$ cat src/rtl/frame_swap_ctrl.sv
// Double-buffered frame controller: a producer fills the back buffer while the
// display streams the front buffer; the buffers swap when the display wraps.
module frame_swap_ctrl #(
  parameter int FRAME_WORDS = 2048,
  parameter int ADDR_W      = 12
) (
  input  logic              clk,
  input  logic              rst,
  input  logic              wr_valid,
  input  logic [23:0]       wr_data,
  output logic              wr_ready,
  input  logic              px_req,
  output logic [23:0]       px_data,
  output logic              px_valid,
  output logic              mem_rd,
  output logic              mem_wr,
  output logic              mem_change,
  output logic [ADDR_W-1:0] mem_addr,
  output logic [23:0]       mem_wdata,
  input  logic [23:0]       mem_rdata,
  output logic [7:0]        frame_count,
  output logic [7:0]        repeat_count
);

  localparam int STAGES = 1;
  localparam logic [ADDR_W-1:0] LAST = ADDR_W'(FRAME_WORDS - 1);

  typedef enum logic [1:0] {FILL, WAIT_SWAP, SWAP} state_t;

  state_t              state_q;
  logic [ADDR_W-1:0]   wr_addr_q, rd_addr_q, mem_addr_q;
  logic [23:0]         mem_wdata_q, px_data_q;
  logic [STAGES:0]     vld_pipe_q;  // [0]: read issued to memory, [1]: word returned
  logic                mem_wr_q, mem_change_q;
  logic [7:0]          frame_count_q, repeat_count_q;
  logic                wr_acc, rd_wrap;

  // Display always wins the single memory port.
  assign wr_ready = (state_q == FILL) && !px_req && !rst;
  assign wr_acc   = wr_valid && wr_ready;
  assign rd_wrap  = px_req && (rd_addr_q == LAST);

  always_ff @(posedge clk or posedge rst) begin
    if (rst) begin
      state_q        <= FILL;
      wr_addr_q      <= '0;
      rd_addr_q      <= '0;
      mem_addr_q     <= '0;
      mem_wdata_q    <= '0;
      px_data_q      <= '0;
      vld_pipe_q     <= '0;
      mem_wr_q       <= 1'b0;
      mem_change_q   <= 1'b0;
      frame_count_q  <= '0;
      repeat_count_q <= '0;
    end else begin
      vld_pipe_q   <= {vld_pipe_q[STAGES-1:0], px_req};
      mem_wr_q     <= wr_acc;
      mem_change_q <= 1'b0;
      if (px_req) begin
        mem_addr_q <= rd_addr_q;
        rd_addr_q  <= rd_wrap ? '0 : rd_addr_q + 1'b1;
      end else if (wr_acc) begin
        mem_addr_q  <= wr_addr_q;
        mem_wdata_q <= wr_data;
      end
      if (vld_pipe_q[0]) px_data_q <= mem_rdata;
      case (state_q)
        FILL: begin
          if (wr_acc) begin
            if (wr_addr_q == LAST) state_q <= WAIT_SWAP;
            else                   wr_addr_q <= wr_addr_q + 1'b1;
          end
          // Reader lapped the writer: the old front frame is shown again.
          if (rd_wrap && repeat_count_q != 8'hFF) repeat_count_q <= repeat_count_q + 1'b1;
        end
        WAIT_SWAP: if (rd_wrap) begin
          state_q      <= SWAP;
          mem_change_q <= 1'b1;
        end
        SWAP: begin
          wr_addr_q     <= '0;
          frame_count_q <= frame_count_q + 1'b1;
          state_q       <= FILL;
        end
        default: state_q <= FILL;
      endcase
    end
  end

  assign mem_rd       = vld_pipe_q[0];
  assign px_valid     = vld_pipe_q[STAGES];
  assign px_data      = px_data_q;
  assign mem_wr       = mem_wr_q;
  assign mem_change   = mem_change_q;
  assign mem_addr     = mem_addr_q;
  assign mem_wdata    = mem_wdata_q;
  assign frame_count  = frame_count_q;
  assign repeat_count = repeat_count_q;

endmodule

$ cat config.mk
export PLATFORM = sky130hd
export DESIGN_NAME = frame_swap_ctrl
export DESIGN_NICKNAME = d
export VERILOG_FILES = /design/src/rtl/frame_swap_ctrl.sv
export SDC_FILE = /design/constraint.sdc
export NUM_CORES = 1
export LEC_CHECK = 0
export ABC_AREA = 1
export CORE_MARGIN = 2
export CORE_UTILIZATION = 35
export DETAILED_ROUTE_END_ITERATION = 10
export RECOVER_POWER = 50
export SLEW_MARGIN = 20
export SYNTH_ARGS = -nofsm -noshare
export SYNTH_HDL_FRONTEND = slang
export SYNTH_SLANG_ARGS = --single-unit
$ cat constraint.sdc
create_clock -name clk -period 6.52 [get_ports clk]
set_input_delay 0.978 -clock clk [delete_from_list [all_inputs] [get_ports clk]]
set_output_delay 0.978 -clock clk [all_outputs]
set_load 0.03 [all_outputs]
==> impl_metrics.json <==
{
  "antenna_found_initial": 0,
  "drc": 0,
  "n_antenna_cell": 0,
  "crit_required_ns": 5.54,
  "start_kind": "input port",
  "yosys_warnings": 0,
  "core_area_um2": 13240,
  "critical_path_arrival_ns": 2.77,
  "slew_violations": 0,
  "dieHeight_um": 120.6,
  "syn_avg_cell_area_um2": 9.694,
  "port_buffers": 132,
  "cts_resized": 0,
  "syn_to_final_growth_pct": 35.41,
  "routed_wl_um": 10590,
  "syn_nets": 547,
  "yosysTopAreaCell": "dfrtp_1",
  "gp_congestion": 0.8698,
  "cts_hold_buf": 0,
  "seq_area_frac_synth_pct": 55.73,
  "cts_max_level": 3,
  "hp-class": "reg2reg",
  "synth_ff_type": "dfrtp_1",
  "period_share_pct": 57.53,
  "placed_area_um2": 6225,
  "fmax_ghz": 0.2666,
  "synth-edff-count": 0,
  "path_class": "in2out",
  "synthDistinctLibCells": 33,
  "dp_hpwl_um": 7829,
  "cts.sinks": 106,
  "grt_setup_unrepaired": "false",
  "fin_area_um2": 6445,
  "die_width_um": 120.6,
  "routedWlPerCell_um": 13.24,
  "ant_nets": 0,
  "ctsRootBufferMaster": "clkbuf_16",
  "slew_headroom_pct": 15.58,
  "p_leak_nw": 3.070,
  "end_kind": "output pin",
  "finalSetupViolCount": 0,
  "placementRows": 42,
  "reg2reg_depth": 6,
  "drive_gt1_share_pct": 8.494,
  "ys_ff_latch": 106,
  "cap_violations": 0,
  "worst_pin_slew_ns": 1.259,
  "skew_ns": 0.006311,
  "clockBufferDepth": 2,
  "power.density_nw_per_um2": 270.6,
  "ir_drop_v": 0.0001413,
  "dieArea_um2": 14550,
  "clk_latency_ns": 0.34,
  "syn-cell-area_um2": 4760,
  "start_util_pct": 35.94,
  "status": "completed",
  "holdPathStages": 1,
  "grt_pass1_wl_um": 17370,
  "grt_pass1_vias": 3573,
  "timing.hold.ws_ns": 0.4725,
  "routed_via_density": 4.675,
  "layout.nets": 677,
  "syn_inst": 491,
  "synth_top_area_share_pct": 55.73,
  "yosys-top-cells-area": "dfrtp_1, nand2_1, mux2_2",
  "crit_path_max_fanout": 15,
  "finalSetupTns_ns": 0,
  "grt_max_degree": 78,
  "drt_first_pass_iters": 4,
  "synthArstFlopShare_pct": 100.0,
  "overflow": 0,
  "total_power_mw": 1.744,
  "vias": 3740,
  "cts_post_setup_buffers_inserted": 0,
  "min_period_ns": 3.751,
  "clk_pin_slew_ns": 0.06,
  "ios": 133,
  "drtIter0Drc": 220,
  "grt_usage_pct": 15.11,
  "numCtsBuffers": 9,
  "hold_viol_final": 0,
  "cts_tree": "yes"
}
-- critical path: stages --
cell and delay, ns:
dlygate4sd3_1 0.75, nor2_1 0.25, nand2_1 0.07, inv_1 0.06
clkdlybuf4s50_1 0.66
-- cell families (layout without fill, tap and decap cells) --
logic type / Yosys count / in the layout / synth area share (%)
and+or+nand+nor: 253 / 253 / 24.37
DFF: 106 / 106 / 55.73
xor gates and xnor gates: 22 / 22 / 4.048
AOI/OAI and AO/OA: 29 / 29 / 4.154
buffers and inverters: 53 / 186 / 4.968
adders and majority gates: 4 / 4 / 1.052
muxes: 24 / 24 / 5.678
-- path summary, 6_finish.rpt --
path	start	slack (ns)	endpoint
worst min register to register	frame_count[7]	0.47	frame_count[7]
worst min-delay path	frame_count[7]	0.47	frame_count[7]
max in group asynchronous	rst	3.64	px_data[0]
worst max-delay path	px_req	2.77	wr_ready
worst max register to register	state_q[0]	4.28	wr_addr_q[1]
min in group asynchronous	rst	1.38	mem_wdata[11]
-- metrics by stage --
| step | utilization, % | setup WS (ns) | cells |
|---|---|---|---|
| global placement | 47.00 | 2.753 | 786 |
| CTS | 48.92 | 2.762 | 800 |
| global route | 48.67 | 2.670 | 800 |
| finish | 48.67 | 2.769 | 800 |
| floorplan | - | 2.753 | 491 |
| detailed placement | 47.00 | 2.779 | 786 |
-- synth_stat cells, types with 2 or more instances --
cell,n
dfrtp_1,106
mux2_2,24
o21ai_0,9
nor2_1,26
nand4_1,7
o211ai_1,6
buf_2,11
nor2_2,2
inv_2,3
o21ai_2,3
ha_1,4
nor2_4,4
xnor2_1,9
buf_4,2
o221ai_1,6
nand3_1,26
inv_1,35
a21oi_1,2
xor2_1,13
nand2_4,3
nand2_1,166
nor3_1,7
nand3b_1,4
nand3_2,4
-- cell type report --
type	instances	area (µm²)
Fill cell	1282	6798
Sequential cell	106	2653
Multi-Input combinational cell	332	1838
Timing Repair Buffer	134	1336
Clock buffer	14	254.0
Tap cell	176	220.2
Inverter	38	143.9
-- registers in the layout, summed over array words and instances (netlist names) --
name	count
vld_pipe_q	2
mem_addr	12
frame_count	8
repeat_count	8
px_data	24
wr_addr_q	12
state_q	2
rd_addr_q	12
mem_change	1
mem_wdata	24
mem_wr	1
-- power breakdown --
group	total (mW)	switching, mW	leakage, nW	internal [mW]
registers	0.825	0.0741	1.34	0.751
logic	0.435	0.259	1.61	0.176
clock network	0.484	0.218	0.123	0.266
total	1.74	0.552	3.07	1.19
-- metal layers --
layer / wire length (µm) / track usage, % / vias to the layer above
met3: 740 / 3.868 / 14
li1: - / - / 1841
met4: 198 / 6.032 / 0
met5: 0 / 0 / -
met2: 4797 / 23.38 / 120
met1: 4855 / 20.31 / 1765
-- placed cells by master (no fill, tap or decap), types with 3 or more instances in the layout --
cell,netlist,routed
nand3b_1,4,4
ha_1,4,4
nand2_4,3,3
nand3_2,4,4
nor2_1,26,28
nand3_1,26,27
inv_1,35,37
clkbuf_1,1,4
xor2_1,13,13
nand4_1,7,7
o21ai_2,3,3
o221ai_1,6,6
xnor2_1,9,9
nor3_1,7,8
dlygate4sd3_1,0,77
dfrtp_1,106,106
clkbuf_16,0,9
o21ai_0,9,9
nand2_1,166,166
o211ai_1,6,6
clkdlybuf4s50_1,0,55
mux2_2,24,24
No activity file was read; power rests on OpenSTA's default activity.
